## src/rtl/game_stacker_param_if.sv

```systemverilog
// Player-facing bus of the stacker core: timer/button inputs, display and score outputs.
interface game_stacker_param_if #(
  parameter int WIDTH = 8,
  parameter int DEPTH = 8
);
  logic                     tick;
  logic                     start;
  logic                     place;
  logic [15:0]              userid;
  logic                     game_eog;
  logic                     game_win;
  logic [WIDTH*DEPTH-1:0]   game_display;
  logic [31:0]              game_data;

  modport master (
    output tick, start, place, userid,
    input  game_eog, game_win, game_display, game_data
  );

  modport slave (
    input  tick, start, place, userid,
    output game_eog, game_win, game_display, game_data
  );
endinterface

```

## src/rtl/game_stacker_param.sv

```systemverilog
// Stacker game core: a block slides on the active row, place keeps only the overlap with the row below.
module game_stacker_param #(
  parameter int WIDTH       = 8,
  parameter int DEPTH       = 8,
  parameter int BLOCK_W     = 3,
  parameter int BASE_PERIOD = 4
) (
  input  logic                 clk,
  input  logic                 rst,
  game_stacker_param_if.slave  bus
);
  localparam int RW = $clog2(DEPTH);
  localparam int CW = (BASE_PERIOD > 1) ? $clog2(BASE_PERIOD) : 1;
  localparam logic [WIDTH-1:0] SPAWN = ~({WIDTH{1'b1}} >> BLOCK_W);
  localparam logic [RW-1:0] TOP = RW'(DEPTH - 1);
  localparam logic [RW-1:0] ONE = RW'(1);
  localparam logic [CW-1:0] CNT_ONE = CW'(1);
  localparam logic DIR_RIGHT = 1'b0;
  localparam logic DIR_LEFT  = 1'b1;

  typedef enum logic [1:0] {IDLE, MOVE, DONE} state_t;

  state_t                        state;
  logic [DEPTH-1:0][WIDTH-1:0]   rows;
  logic [15:0]                   score;
  logic                          eog;
  logic                          win;
  logic [RW-1:0]                 row_idx;
  logic                          dir;
  logic [CW-1:0]                 cnt;
  logic                          place_q;

  logic                          place_rise;
  logic [WIDTH-1:0]              active;
  logic [WIDTH-1:0]              below;
  logic [WIDTH-1:0]              overlap;
  logic [WIDTH-1:0]              moved;
  logic                          next_dir;
  logic [CW-1:0]                 cnt_last;
  int                            period;

  function automatic logic [15:0] popcount(input logic [WIDTH-1:0] v);
    logic [15:0] n;
    n = '0;
    for (int i = 0; i < WIDTH; i++) n = n + 16'(v[i]);
    return n;
  endfunction

  function automatic logic [15:0] sat_add(input logic [15:0] a, input logic [15:0] b);
    logic [16:0] s;
    s = {1'b0, a} + {1'b0, b};
    return s[16] ? 16'hFFFF : s[15:0];
  endfunction

  assign place_rise = bus.place & ~place_q;
  assign active     = rows[row_idx];
  // Row 0 sits on the floor, so everything it covers survives.
  assign below      = (row_idx == '0) ? '1 : rows[row_idx - ONE];
  assign overlap    = active & below;

  always_comb begin
    period = BASE_PERIOD - int'(row_idx);
    if (period < 1) period = 1;
    cnt_last = CW'(period - 1);
  end

  // Edge cells bounce in the same move rather than idling a step.
  always_comb begin
    moved    = active;
    next_dir = dir;
    if (dir == DIR_RIGHT) begin
      if (active[0]) begin
        next_dir = DIR_LEFT;
        moved    = active << 1;
      end else begin
        moved    = active >> 1;
      end
    end else begin
      if (active[WIDTH-1]) begin
        next_dir = DIR_RIGHT;
        moved    = active >> 1;
      end else begin
        moved    = active << 1;
      end
    end
  end

  always_ff @(posedge clk) begin
    if (!rst) begin
      state   <= IDLE;
      rows    <= '0;
      score   <= '0;
      eog     <= 1'b0;
      win     <= 1'b0;
      row_idx <= '0;
      dir     <= DIR_RIGHT;
      cnt     <= '0;
      place_q <= 1'b0;
    end else begin
      place_q <= bus.place;
      case (state)
        IDLE, DONE: begin
          if (bus.start) begin
            rows    <= '0;
            rows[0] <= SPAWN;
            score   <= '0;
            eog     <= 1'b0;
            win     <= 1'b0;
            row_idx <= '0;
            dir     <= DIR_RIGHT;
            cnt     <= '0;
            state   <= MOVE;
          end
        end
        MOVE: begin
          if (place_rise) begin
            if (overlap == '0) begin
              rows[row_idx] <= '0;
              eog           <= 1'b1;
              win           <= 1'b0;
              state         <= DONE;
            end else begin
              rows[row_idx] <= overlap;
              score         <= sat_add(score, popcount(overlap));
              if (row_idx == TOP) begin
                eog   <= 1'b1;
                win   <= 1'b1;
                state <= DONE;
              end else begin
                rows[row_idx + ONE] <= overlap;
                row_idx             <= row_idx + ONE;
                dir                 <= DIR_RIGHT;
                cnt                 <= '0;
              end
            end
          end else if (bus.tick) begin
            if (cnt == cnt_last) begin
              cnt           <= '0;
              rows[row_idx] <= moved;
              dir           <= next_dir;
            end else begin
              cnt <= cnt + CNT_ONE;
            end
          end
        end
        default: state <= IDLE;
      endcase
    end
  end

  assign bus.game_display = rows;
  assign bus.game_data    = {bus.userid, score};
  assign bus.game_eog     = eog;
  assign bus.game_win     = win;
endmodule

```

## src/flat_wrapper.sv

```systemverilog
// flat-port wrapper written by rule: the top's interface ports become plain ports
module game_stacker_param_flat 
#(
  parameter int WIDTH       = 8,
  parameter int DEPTH       = 8,
  parameter int BLOCK_W     = 3,
  parameter int BASE_PERIOD = 4
)
  (clk, rst, bus_tick, bus_start, bus_place, bus_userid, bus_game_eog, bus_game_win, bus_game_display, bus_game_data);
  game_stacker_param_if #(.WIDTH(WIDTH), .DEPTH(DEPTH)) bus_i ();
  input  logic clk;
  input  logic rst;
  input wire logic [$bits(bus_i.tick)-1:0] bus_tick;
  input wire logic [$bits(bus_i.start)-1:0] bus_start;
  input wire logic [$bits(bus_i.place)-1:0] bus_place;
  input wire logic [$bits(bus_i.userid)-1:0] bus_userid;
  output wire logic [$bits(bus_i.game_eog)-1:0] bus_game_eog;
  output wire logic [$bits(bus_i.game_win)-1:0] bus_game_win;
  output wire logic [$bits(bus_i.game_display)-1:0] bus_game_display;
  output wire logic [$bits(bus_i.game_data)-1:0] bus_game_data;
  assign bus_i.tick = bus_tick;
  assign bus_i.start = bus_start;
  assign bus_i.place = bus_place;
  assign bus_i.userid = bus_userid;
  assign bus_game_eog = bus_i.game_eog;
  assign bus_game_win = bus_i.game_win;
  assign bus_game_display = bus_i.game_display;
  assign bus_game_data = bus_i.game_data;
  game_stacker_param #(.WIDTH(WIDTH), .DEPTH(DEPTH), .BLOCK_W(BLOCK_W), .BASE_PERIOD(BASE_PERIOD)) u_core (.clk(clk), .rst(rst), .bus(bus_i));
endmodule
```

## config.mk

```make
export PLATFORM = sky130hd
export DESIGN_NAME = game_stacker_param_flat
export DESIGN_NICKNAME = d
export VERILOG_FILES = /design/src/rtl/game_stacker_param_if.sv /design/src/rtl/game_stacker_param.sv /design/src/flat_wrapper.sv
export SDC_FILE = /design/constraint.sdc
export NUM_CORES = 1
export LEC_CHECK = 0
export CAP_MARGIN = 10
export CORE_ASPECT_RATIO = 2
export CORE_UTILIZATION = 57
export CTS_BUF_LIST = sky130_fd_sc_hd__clkbuf_16
export CTS_CLUSTER_DIAMETER = 80
export DETAILED_ROUTE_END_ITERATION = 8
export MAX_ROUTING_LAYER = met4
export PLACE_DENSITY_LB_ADDON = 0.08
export SLEW_MARGIN = 20
export SYNTH_ARGS = -nofsm -noshare
export SYNTH_HDL_FRONTEND = slang
export SYNTH_SLANG_ARGS = --single-unit
export TNS_END_PERCENT = 5
```

## constraint.sdc

```tcl
create_clock -name clk -period 12.7 [get_ports clk]
set_input_delay 2.54 -clock clk [delete_from_list [all_inputs] [get_ports clk]]
set_output_delay 2.54 -clock clk [all_outputs]
set_load 0.005 [all_outputs]
```

# [Yosys cells after proc, flatten, opt, wreduce, memory -nomap -nowiden]
# Index checks and enable logic that the tools add are counted.
[op_classes] n_bitwise=5 addsub=13 n_lt_le_gt_ge=6 n_mux=62 n_reduce_logical=14 eq_ne=13
[op_table] cell="$mux 64" n=6
[op_table] cell="$bwmux 64" n=3
[op_table] cell="$pmux 64 s2" n=1
[op_table] cell="$add 16x1->16" n=6
[op_table] cell="$and 64x64->64" n=1
[op_table] cell="$mux 16" n=4
[op_table] cell="$mux 8" n=8
[op_table] cell="$not 64->64" n=1
[op_table] cell="$bmux 8 s3" n=2
[op_table] cell="$demux 8 s3" n=2
[op_table] cell="$pmux 16 s2" n=1
[op_table] cell="$mux 2" n=11
[op_table] cell="$add 16x16->17" n=1
[op_table] cell="$mux 1" n=14
[op_table] cell="$lt 3x4->1 const B" n=3
[op_table] cell="$mux 3" n=4
[op_table] cell="$reduce_and 4->1" n=3
[op_table] cell="$reduce_and 5->1" n=2
[op_table] cell="$and 8x8->8" n=1
[op_table] cell="$logic_not 8->1" n=1
[op_table] cell="$pmux 2 s2" n=2
[op_table] cell="$ge 3x1->1 const B" n=2
[op_table] cell="$ne 2x2->1 const B" n=3
[op_table] cell="$ne 3x1->1 const B" n=2
[op_table] cell="other kinds (25)" n=29
[totals] regBits=91

# [Depth between registers and ports, before layout]
[depth] ltp_word=17 mapped_depth=29 ltp_nobuf=22

# [Worst setup path after synthesis]
# Ideal clock, no wire load.
[synth_timing] kind="register to register" from="reg u_core.row_idx[0]" to="reg u_core.score[10]" t_arrival_ps=6967 path_stages_with_launch=29 slack_ps=5648 synth_period_minus_slack_ps=7052 setup_ps=86 path_cell_list="dfxtp_1 buf_4 buf_6 inv_2 clkbuf_1 ha_1 buf_2 buf_2 buf_1 mux4_2 nand2_1 a31o_2 inv_1 ha_1 fa_1 fa_1 fa_1 inv_1 fa_1 fa_1 nor2b_1 o21ai_0 a211oi_1 and3_1 nand2_1 clkbuf_1 nand2_1 o21ai_0 a211oi_1"
[synth_via] elab_chain_cells=17 word_cells_on_any_way=23 classes_between="9 x add/sub; 1 x eq/ne; 9 x mux; 1 x bitwise; 3 x reduce/logical"
[synth_rtl] item="start: declaration" line_no="game_stacker_param.sv:28" text="logic [RW-1:0] row_idx;"
[synth_rtl] item="start signal: assignment" line_no="game_stacker_param.sv:131" text="row_idx <= row_idx + ONE;"
[synth_rtl] item="$sub 3x1->3" line_no="game_stacker_param.sv:58" text="assign below = (row_idx == '0) ? '1 : rows[row_idx - ONE];"
[synth_rtl] item="$bmux 8 s3" line_no="game_stacker_param.sv:58"
[synth_rtl] item="$mux 8 (implied by the code)" line_no="game_stacker_param.sv:58"
[synth_rtl] item="$mux 8" line_no="game_stacker_param.sv:58"
[synth_rtl] item="$and 8x8->8 *" line_no="game_stacker_param.sv:59" text="assign overlap = active & below;"
[synth_rtl] item="$add 1x1->2" line_no="game_stacker_param.sv:45" text="for (int i = 0; i < WIDTH; i++) n = n + 16'(v[i]);"
[synth_rtl] item="$add 16x1->16 (6 in series)" line_no="game_stacker_param.sv:45"
[synth_rtl] item="$add 16x16->17" line_no="game_stacker_param.sv:51" text="s = {1'b0, a} + {1'b0, b};"
[synth_rtl] item="$mux 16" line_no="game_stacker_param.sv:52" text="return s[16] ? 16'hFFFF : s[15:0];"
[synth_rtl] item="$mux 16" line_no="game_stacker_param.sv:117" text="if (overlap == '0) begin"
[synth_rtl] item="$mux 16" line_no="game_stacker_param.sv:116" text="if (place_rise) begin"
[synth_rtl] item="$pmux 16 s2" line_no="game_stacker_param.sv:101" text="case (state)"
[synth_rtl] item="end signal: assignment" line_no="game_stacker_param.sv:124" text="score <= sat_add(score, popcount(overlap));"
[synth_rtl] item="end: declaration" line_no="game_stacker_param.sv:25" text="logic [15:0] score;"
# Mark *: on every way between the ends. The rest lies on a longest branch, timed or not. The select of a mux whose other input is x is not followed.
# A chain may end at the register's enable or synchronous reset.

# [Worst setup path after layout]
[layout_timing] from="reg u_core.row_idx[0]" to="reg u_core.score[11]"
# The elaborated chain is that of the path after synthesis.

==> flow_summary_export.csv <==
group,metric,value,unit
run_status,outcome,"finished clean",
floorplan,ios,119,
sta,finalHoldViolations,0,
worst_setup_path,arrival,8130,ps
finish,drive_gt1_share,9.47,%
routing,ant_nets,0,
placed_design,gp_congestion,1.03,
worst_setup_path,critPathMaxFanout,52,
routing,viasPerCell,7.31,
placed_design,dp.cells,948,
synth,yosysUniqueCellTypes,67,
worst_hold_path,hp-start,"u_core.bus.game_eog",
worst_setup_path,ff2ff_setup_slack,4830,ps
grt,grt_use_met3,11.3,%
worst_setup_path,r2r-start,"u_core.row_idx[0]",
synth,yosys_warnings,0,
clock_network,cts_buffers,9,
synth,synth.yosys.seq_area_share,28.9,%
power,cellPowerDensity,98.2,nW/µm²
flow_run,maxCapViolations,0,
finish,final_common_cell,"dfxtp_1",
synth,ys_ff_latch,91,
sta,clock_skew,6.26,ps
grt,grt_use_met1,46.8,%
worst_hold_path,min-delay-path-class,"register to register",
finish,final_cell_mix,"90 x dfxtp_1, 86 x clkdlybuf4s50_1, 77 x nand2_1, 65 x nor2_1, 50 x a21oi_1",
clock_network,clkSinkCount,91,
synth,synthCells,774,
synth,async_reset_ff_share,0,%
grt,busiest_layer,"met2",
clock_network,hold_buffers,0,
floorplan,fp.coreArea,10800,µm²
synth,syn_area,6290,µm²
clock_network,cts_max_level,3,
routing,wire_per_inst,27.2,µm
worst_hold_path,holdPathEnd,"u_core.bus.game_eog",
worst_setup_path,path_class,"register to register",
clock_network,cts_resized,0,
grt,grt_pass1_vias,6789,
floorplan,initial_core_util,58.2,%
sta,tightestPinTransition,1200,ps
clock_network,clk_path_buf_depth,2,
grt,overflow,0,
finish,syn_to_final_growth,17.9,%
worst_setup_path,crit_path_end_kind,"register",
worst_hold_path,holdPathStages,2,
routing,routed-via-count,7051,
floorplan,die-width,76.3,µm
grt,met2_usage,77.5,%
finish,nNetsFinal,858,
grt,antenna_found_initial,1,
routing,wirelength,26300,µm
sta,max_freq,0.127,GHz
worst_setup_path,r2r_end,"u_core.score[11]",
clock_network,clock_latency,350,ps
clock_network,root_buffer,"clkbuf_16",
sta,slew_headroom,18.6,%
grt,grtUsageTotal,47.6,%
sta,setup-violations-final,0,
grt,grt_max_degree,59,
synth,synth_edf_count,0,
floorplan,dieArea,11500,µm²
routing,dr.pass1.iters,7,
placed_design,dp_hpwl,18800,µm
sta,rsz0062_at_grt,"false",
worst_setup_path,cp.required,12970,ps
clock_network,post-cts-setup-buffers,0,
finish,post-route-util,68.6,%
sta,fin_crit,7870,ps
power,p_leak,0.00246,µW
worst_setup_path,startpoint_type,"register",
synth,synthFlopType,"dfxtp_1",
grt,grt_pass1_wl,39500,µm
placed_design,dp_slack,4940,ps
worst_setup_path,ff2ff_path_depth,22,
synth,postSynthAreaPerCell,8.13,µm²
routing,remaining_drc_errors,0,
sta,worst_slack,4830,ps
sta,fin_crit_sh,62.0,%
placed_design,portBuffers,86,
synth,syn_nets,813,
clock_network,clkSlewWorstSetupHoldPaths,70,ps
power,peakVddDrop,0.0720,mV
routing,first_iter_violations,951,
finish,fin_cells,965,
floorplan,chipHeight,151,µm
sta,fin_setup_tns,0,ps
floorplan,rows,54,
sta,drv_slew,0,
clock_network,cts_tree,"done",
Yosys cell counts, types with 5 or more instances:
cell	instances	share of area [%]
dfxtp_1	91	29
nand2_1	77	4.6
nor2_1	65	3.9
a21oi_1	52	4.1
o21ai_0	39	3.1
a22oi_1	37	4.4
clkbuf_1	33	2.0
nand3_1	33	2.6
inv_1	22	1.3
mux2i_1	20	3.2
a22o_1	19	2.6
o22ai_1	19	1.9
buf_4	18	2.1
mux4_2	18	6.4
a31oi_1	15	1.5
a211oi_1	13	1.6
ha_1	13	2.6
nor3_1	13	1.0
buf_2	12	0.95
and3_1	11	1.1
nor2b_1	11	1.1
o211ai_1	10	1.2
o2bb2ai_1	10	1.4
nand2b_1	8	0.80
buf_1	7	0.42
and2_1	6	0.60
nand3b_1	6	0.72
o21ai_1	6	0.48
a21o_1	5	0.60
fa_1	5	1.6
mux2_2	5	0.89
or2_2	5	0.50
power breakdown:
group          switching [µW]  internal (µW)  total [µW]
Sequential               3.97            288         292
Clock                     119            152         271
Combinational             119           46.4         165
Total                     241            487         728
worst max path at each step:
stage | start | end | slack (ps)
2_1_floorplan | u_core.row_idx[0] | u_core.score[10] | 5650
3_3_place_gp | u_core.row_idx[0] | u_core.score[9] | 5260
3_5_place_dp | u_core.row_idx[0] | u_core.score[11] | 4940
4_1_cts | u_core.row_idx[0] | u_core.score[11] | 4950
5_1_grt | u_core.row_idx[0] | u_core.score[9] | 4490
6_report | u_core.row_idx[0] | u_core.score[11] | 4830
state kept, by name (all words and copies together) (netlist names):
signal / flops
u_core.place_q: 1
u_core.bus.game_display: 64
u_core.row_idx: 3
u_core.dir: 1
u_core.score: 16
u_core.bus.game_win: 1
u_core.state: 2
u_core.cnt: 2
u_core.bus.game_eog: 1
worst max-delay path, cell delays in order (launching register included):
cell and delay [ps]:
dfxtp_2 320, buf_4 490, inv_2 320, ha_1 370, buf_4 350, mux4_2 370
mux2_2 290, o32ai_2 480, inv_1 140, fa_1 490, fa_1 510, fa_1 470
inv_1 90, fa_1 450, fa_1 450, nor2b_1 130, o21ai_0 140, a211oi_1 660
nand3_1 240, nor2_1 420, nor2_1 130, a21o_1 210, a211oi_1 210
stage by stage:
step                hold WS, ps  instance area [µm²]  power (µW)
CTS                         469                 7410         722
floorplan                   445                 6290         401
global route                482                 7420         746
global placement            449                 7120         453
finish                      467                 7420         728
detailed placement          459                 7120         457
metal layers:
metal  part of all wire [%]  wire length (µm)
met5                      0                 0
met4                     11              2900
met3                    9.5              2510
met2                     48             12600
met1                     31              8260
cells by family after synthesis:
| family | count (synthesis) | share of synthesized area (%) |
|---|---|---|
| compound gates | 274 | 30.2 |
| xor+xnor | 5 | 0.696 |
| fa+ha+maj | 18 | 4.18 |
| buf+inv | 95 | 7.10 |
| flops | 91 | 28.9 |
| mux | 43 | 10.5 |
| simple gates | 248 | 18.3 |
layout make-up:
type / instances / area (µm²)
multi-input combinational: 588 / 4030
fill: 909 / 3390
sequential: 91 / 1820
timing repair buffer: 105 / 1000
clock buffer: 9 / 225
tap: 140 / 175
inverter: 24 / 90.1
clock inverter: 7 / 67.6
antenna: 1 / 2.50
Power figures use the tool's default switching activity.
